==> config.mk <==
export PLATFORM = sky130hd
export DESIGN_NAME = wb_reg_bank
export DESIGN_NICKNAME = d
export VERILOG_FILES = /design/src/rtl/wb_reg_bank.sv
export SDC_FILE = /design/constraint.sdc
export NUM_CORES = 2
export LEC_CHECK = 0
export BUFFER_PORTS_ARGS = -buffer_cell sky130_fd_sc_hd__buf_2
export CORE_AREA = 2 2 448 450
export DETAILED_ROUTE_END_ITERATION = 8
export DIE_AREA = 0 0 450 452
export PLACE_DENSITY_LB_ADDON = 0.12
export SETUP_SLACK_MARGIN = 0.1
export SLEW_MARGIN = 20
export SYNTH_ARGS = -nofsm -noshare
export SYNTH_HDL_FRONTEND = slang
export SYNTH_SLANG_ARGS = --single-unit
==> constraint.sdc <==
create_clock -name clk -period 3.7 [get_ports clk]
set_clock_uncertainty 0.05 [all_clocks]
set_input_delay 1.11 -clock clk [delete_from_list [all_inputs] [get_ports clk]]
set_output_delay 1.11 -clock clk [all_outputs]
set_load 0.1 [all_outputs]
==> src/rtl/wb_reg_bank.sv <==
// Pipelined Wishbone B4 register bank: byte-lane R/W control registers, read-only status
// window, and a sticky, maskable event block driving a registered interrupt.
module wb_reg_bank #(
  parameter int unsigned            CFGAW    = 32,
  parameter int unsigned            CFGDW    = 32,
  parameter int unsigned            N_CTL    = 16,
  parameter int unsigned            N_STS    = 16,
  parameter int unsigned            N_EVT    = 8,
  parameter logic [N_CTL*CFGDW-1:0] CTL_INIT = '0
) (
  input  logic                   clk,
  input  logic                   rst,
  input  logic                   cyc_i,
  input  logic                   stb_i,
  input  logic                   we_i,
  input  logic [CFGDW/8-1:0]     sel_i,
  input  logic [CFGAW-1:0]       addr_i,
  input  logic [CFGDW-1:0]       data_i,
  output logic [CFGDW-1:0]       data_o,
  output logic                   ack_o,
  output logic                   err_o,
  output logic                   stall_o,
  output logic [N_CTL*CFGDW-1:0] ctl_regs,
  output logic [N_CTL-1:0]       ctl_wr,
  input  logic [N_STS*CFGDW-1:0] sts_regs,
  input  logic [N_EVT-1:0]       evt_i,
  output logic                   irq_o
);

  localparam int unsigned      NLanes   = CFGDW / 8;
  localparam int unsigned      NRegs    = N_CTL + N_STS;
  localparam logic [CFGAW-1:0] AddrSts  = CFGAW'(N_CTL);
  localparam logic [CFGAW-1:0] AddrPend = CFGAW'(NRegs);
  localparam logic [CFGAW-1:0] AddrEn   = CFGAW'(NRegs + 1);

  // State
  logic [N_CTL*CFGDW-1:0] ctl_q, ctl_d;
  logic [N_CTL-1:0]       ctl_wr_q, ctl_wr_d;
  logic [N_EVT-1:0]       pend_q, pend_d;
  logic [N_EVT-1:0]       en_q, en_d;
  logic [N_EVT-1:0]       evt_q;
  logic                   ack_q, err_q, irq_q;
  logic [CFGDW-1:0]       data_q, data_d;

  // Decode
  logic                   req, bad, good, wr;
  logic                   hit_ctl, hit_sts, hit_pend, hit_en;
  logic [CFGDW-1:0]       wmask;
  logic [CFGDW-1:0]       rdata;
  logic [N_EVT-1:0]       rise, clr;

  always_comb begin
    req      = cyc_i & stb_i;
    hit_ctl  = addr_i < AddrSts;
    hit_sts  = !hit_ctl && (addr_i < AddrPend);
    hit_pend = addr_i == AddrPend;
    hit_en   = addr_i == AddrEn;
    // Out-of-range or status writes terminate with err and leave all state untouched.
    bad      = req & (!(hit_ctl | hit_sts | hit_pend | hit_en) | (hit_sts & we_i));
    good     = req & ~bad;
    wr       = good & we_i;

    wmask = '0;
    for (int unsigned b = 0; b < NLanes; b++) begin
      wmask[b*8 +: 8] = {8{sel_i[b]}};
    end
  end

  always_comb begin
    rdata = '0;
    for (int unsigned k = 0; k < N_CTL; k++) begin
      if (addr_i == CFGAW'(k)) rdata = ctl_q[k*CFGDW +: CFGDW];
    end
    for (int unsigned k = 0; k < N_STS; k++) begin
      if (addr_i == CFGAW'(N_CTL + k)) rdata = sts_regs[k*CFGDW +: CFGDW];
    end
    if (hit_pend) rdata = CFGDW'(pend_q);
    if (hit_en)   rdata = CFGDW'(en_q);
  end

  always_comb begin
    ctl_d    = ctl_q;
    ctl_wr_d = '0;
    for (int unsigned k = 0; k < N_CTL; k++) begin
      if (wr && (addr_i == CFGAW'(k))) begin
        ctl_d[k*CFGDW +: CFGDW] = (ctl_q[k*CFGDW +: CFGDW] & ~wmask) | (data_i & wmask);
        ctl_wr_d[k]             = |sel_i;
      end
    end

    en_d = en_q;
    if (wr && hit_en) begin
      en_d = (en_q & ~wmask[N_EVT-1:0]) | (data_i[N_EVT-1:0] & wmask[N_EVT-1:0]);
    end

    clr = '0;
    if (wr && hit_pend) clr = data_i[N_EVT-1:0] & wmask[N_EVT-1:0];
    rise = evt_i & ~evt_q;
    // A new rise overrides a same-cycle W1C of the same bit.
    pend_d = (pend_q & ~clr) | rise;

    data_d = (good && !we_i) ? rdata : data_q;
  end

  always_ff @(posedge clk) begin
    if (!rst) begin
      ctl_q    <= CTL_INIT;
      ctl_wr_q <= '0;
      pend_q   <= '0;
      en_q     <= '0;
      evt_q    <= '0;
      ack_q    <= 1'b0;
      err_q    <= 1'b0;
      irq_q    <= 1'b0;
      data_q   <= '0;
    end else begin
      ctl_q    <= ctl_d;
      ctl_wr_q <= ctl_wr_d;
      pend_q   <= pend_d;
      en_q     <= en_d;
      evt_q    <= evt_i;
      ack_q    <= good;
      err_q    <= bad;
      irq_q    <= |(pend_q & en_q);
      data_q   <= data_d;
    end
  end

  assign data_o   = data_q;
  assign ack_o    = ack_q;
  assign err_o    = err_q;
  assign stall_o  = 1'b0;
  assign ctl_regs = ctl_q;
  assign ctl_wr   = ctl_wr_q;
  assign irq_o    = irq_q;

endmodule

==> metrics.md <==
| Metric | Value |
|---|---|
| Worst-skew pair later-pin latency | `0.76 ns` |
| FP Rows | `164` |
| Clk root buf | `clkbuf_16` |
| Clock transition at path regs | `0.06 ns` |
| DP HPWL | `280000 µm` |
| DRC Markers | `0` |
| Max Fanout on Critical Path | `13` |
| Total congestion overflow | `0` |
| Top delay family on crit path | `compound AO/OA/AOI/OAI gates` |
| Status | `finished with violations` |
| Final Hold Viols | `0` |
| First-pass GRT wire length | `425500 µm` |
| Slowest stage delay, CP | `0.55 ns` |
| Proportion of layout cells with a drive suffix above 1 | `39.83%` |
| Gpl congestion | `0.9697` |
| CTS buffer count | `82` |
| Max_cap viols | `0` |
| Setup TNS | `-0.03790 ns` |
| Post-DR wirelength/cell | `38.42 µm` |
| Seq/Total Area, Yosys | `38.88%` |
| WS Path Type | `in2reg` |
| Pins over their slew limit | `0` |
| I/O pin count | `roughly 1.2k` |
| Initial Util | `15.22%` |
| Avg Vias per Cell | `about 5` |
| Hold Path Class | `reg2reg` |
| Die footprint | `203400 µm²` |
| Arr. time, crit path | `4.32 ns` |
| Fillers | `22.51k` |
| Worst hold slack | `0.4178 ns` |
| Worst path cell trace | `buf_6, buf_12, buf_4, nand2b_1, nor2_2, buf_4, a21oi_1, and3_1, o21ai_0, o21ai_0, a41oi_1, o211a_1` |
| Endpoint type of the worst setup path | `flip-flop` |
| Synthesized area | `just over 30000 µm²` |
| Final worst-path setup slack | `-0.03790 ns` |
| Ys flop type | `dfxtp_1` |
| Number of global-route vias before repair | `41.30k` |
| Tightest Pin Transition | `1.228 ns` |
| CTS Buffer Depth | `3` |
| Async set-reset flop share out of synthesis | `0%` |
| Yosys warning count | `0` |
| I/O Buffers | `about 1.2k` |
| Largest net degree at the start of global routing | `about 180` |
| Failing checks | `setup timing` |
| Initial antenna violation count | `108` |
| Core ar. | `198600 µm²` |
| Crit path buffers/inverters | `4` |
| Required time of the critical path | `4.28 ns` |
| Number of synthesized flops with an enable pin | `0` |
| Post-Syn Instances | `roughly 4k` |
| Nets | `6496` |
| Die height | `452 µm` |
| Syn_nets | `4683` |
| CTS HTree Levels | `3` |
| Slew HR | `18.13%` |
| PwrDens | `336.1 nW/µm²` |
| DRT iter0 DRCs | `roughly 4.4k` |
| Total design power | `16.63 mW` |
| Vias | `approximately 43k` |
| Antenna-violating nets left | `0` |
| Horiz. Die Dim | `450 µm` |
| Max Freq | `267.5 MHz` |
| DRT Pass-1 Iters | `8` |
| Most common cell after layout, fill and taps aside | `buf_2` |
| VDD IR max | `0.3194 mV` |
| Static Leak | `20.38 nW` |
| Crit path launch type | `input pin` |
| Non-Filler Instances | `8708` |
| Seq cells post-synth | `between 500 and 600` |
| Clk sinks | `587` |
| Most frequent cells in the layout | `buf_2, nand2_1, buf_4` |
| Critical Path Slowest Stage Cell | `and3_1` |
| Placed insts | `around 8.5k` |
| WL final | `334500 µm` |
| All-Layer GR Usage | `a little under a third` |
| Fin crit share | `101.0%` |
| Min Tclk post-route | `~3.7 ns` |
| Yosys cell types | `92` |
| CTS tree | `yes` |
| Count of hold-fix buffers inserted at cts | `0` |
| Setup WS pre-CTS | `-1.443 ns` |
| Syn-to-layout area delta | `63.73%` |
| RSZ-0062 raised after global routing | `true` |
| # setup viols final | `1` |
| Synthesized area per cell | `7.390 µm²` |
[cells by family (layout without fill, tap and decap cells)]
| group | count (synthesis) | after routing | synth area share, % |
|---|---|---|---|
| DFF | 587 | 587 | 38.88 |
| muxes | 47 | 47 | 1.863 |
| other | 1 | 87 | 0.01241 |
| AOI/OAI and AO/OA | 1333 | 1333 | 27.85 |
| and+or+nand+nor | 1759 | 1759 | 26.24 |
| buffers and inverters | 363 | 2239 | 5.153 |
[cell type report]
class	count	area, µm²	area share (%)
timing repair buffer	2079	14010	28.31
tap	2656	3323	6.715
clock buffer	116	2371	4.791
inverter	13	56.30	0.1138
multi-input combinational	3140	17340	35.04
antenna	86	215.2	0.4348
sequential	587	11750	23.74
clock inverter	31	421.7	0.8520
[synthesized netlist by cell type (26+ instances only)]
cell / number / area (µm²)
a21oi_1: 640 / 3203
a221oi_1: 69 / 604.3
a222oi_1: 43 / 430.4
a22oi_1: 99 / 743.2
buf_2: 110 / 550.5
clkbuf_1: 218 / 818.3
dfxtp_1: 587 / 11750
mux2i_1: 27 / 270.3
nand2_1: 1046 / 3926
nand3_1: 279 / 1396
nand4_1: 26 / 162.7
nor2_1: 180 / 675.7
nor2_2: 32 / 200.2
nor3_1: 41 / 205.2
o211ai_1: 30 / 225.2
o21ai_0: 138 / 690.7
o221ai_1: 36 / 315.3
o22ai_1: 58 / 362.9
[layer usage]
| metal | wire (µm) | part of all wire (%) | vias to the layer above | track usage (%) |
|---|---|---|---|---|
| met5 | 118 | 0.035 | - | 0 |
| met4 | 24270 | 7.3 | 16 | 19.88 |
| met3 | 20700 | 6.2 | 592 | 5.888 |
| met2 | 161200 | 48 | 2186 | 53.75 |
| met1 | 128300 | 38 | 21390 | 36.01 |
| li1 | - | - | 18640 | - |
[metrics by stage]
step / instance area [µm²] / utilization [%]
floorplan: 30230 / -
global placement: 46140 / 23.23
detailed placement: 46140 / 23.23
CTS: 49090 / 24.72
global route: 49420 / 24.88
finish: 49490 / 24.92
[worst reg2reg max path: stages (launching register included)]
cell	delay [ns]
dfxtp_1	0.36
mux4_2	0.49
a222oi_1	0.63
and3_4	0.35
a2111oi_2	0.06
buf_4	0.17
a2111oi_4	0.39
nor4b_4	0.37
o21a_1	0.20
nor2_1	0.05
[report_power, final]
group | total (mW) | internal, mW | leakage (nW) | switching, mW
sequential | 6.34 | 6.33 | 4.73 | 0.0119
clock | 8.63 | 5.03 | 1.37 | 3.60
combinational | 1.66 | 0.535 | 14.3 | 1.12
total | 16.6 | 11.9 | 20.4 | 4.74
[final timing paths]
path / depth (start not counted) / slack [ns] / from / endpoint
min reg2reg: 2 / 0.42 / flip-flop / flip-flop
max: 12 / -0.04 / addr_i[1] / data_o[11]$_SDFFE_PN0P_
min: 2 / 0.42 / flip-flop / flip-flop
max reg2reg: 9 / 0.51 / flip-flop / data_o[26]$_SDFFE_PN0P_
[repair_timing]
item,4_1_cts,5_1_grt
setup buffers,6,4
setup endpoints to repair,19,16
gates resized for setup,18,34
pin swaps,5,12
Note: power is estimated with default switching activity, not from simulation.
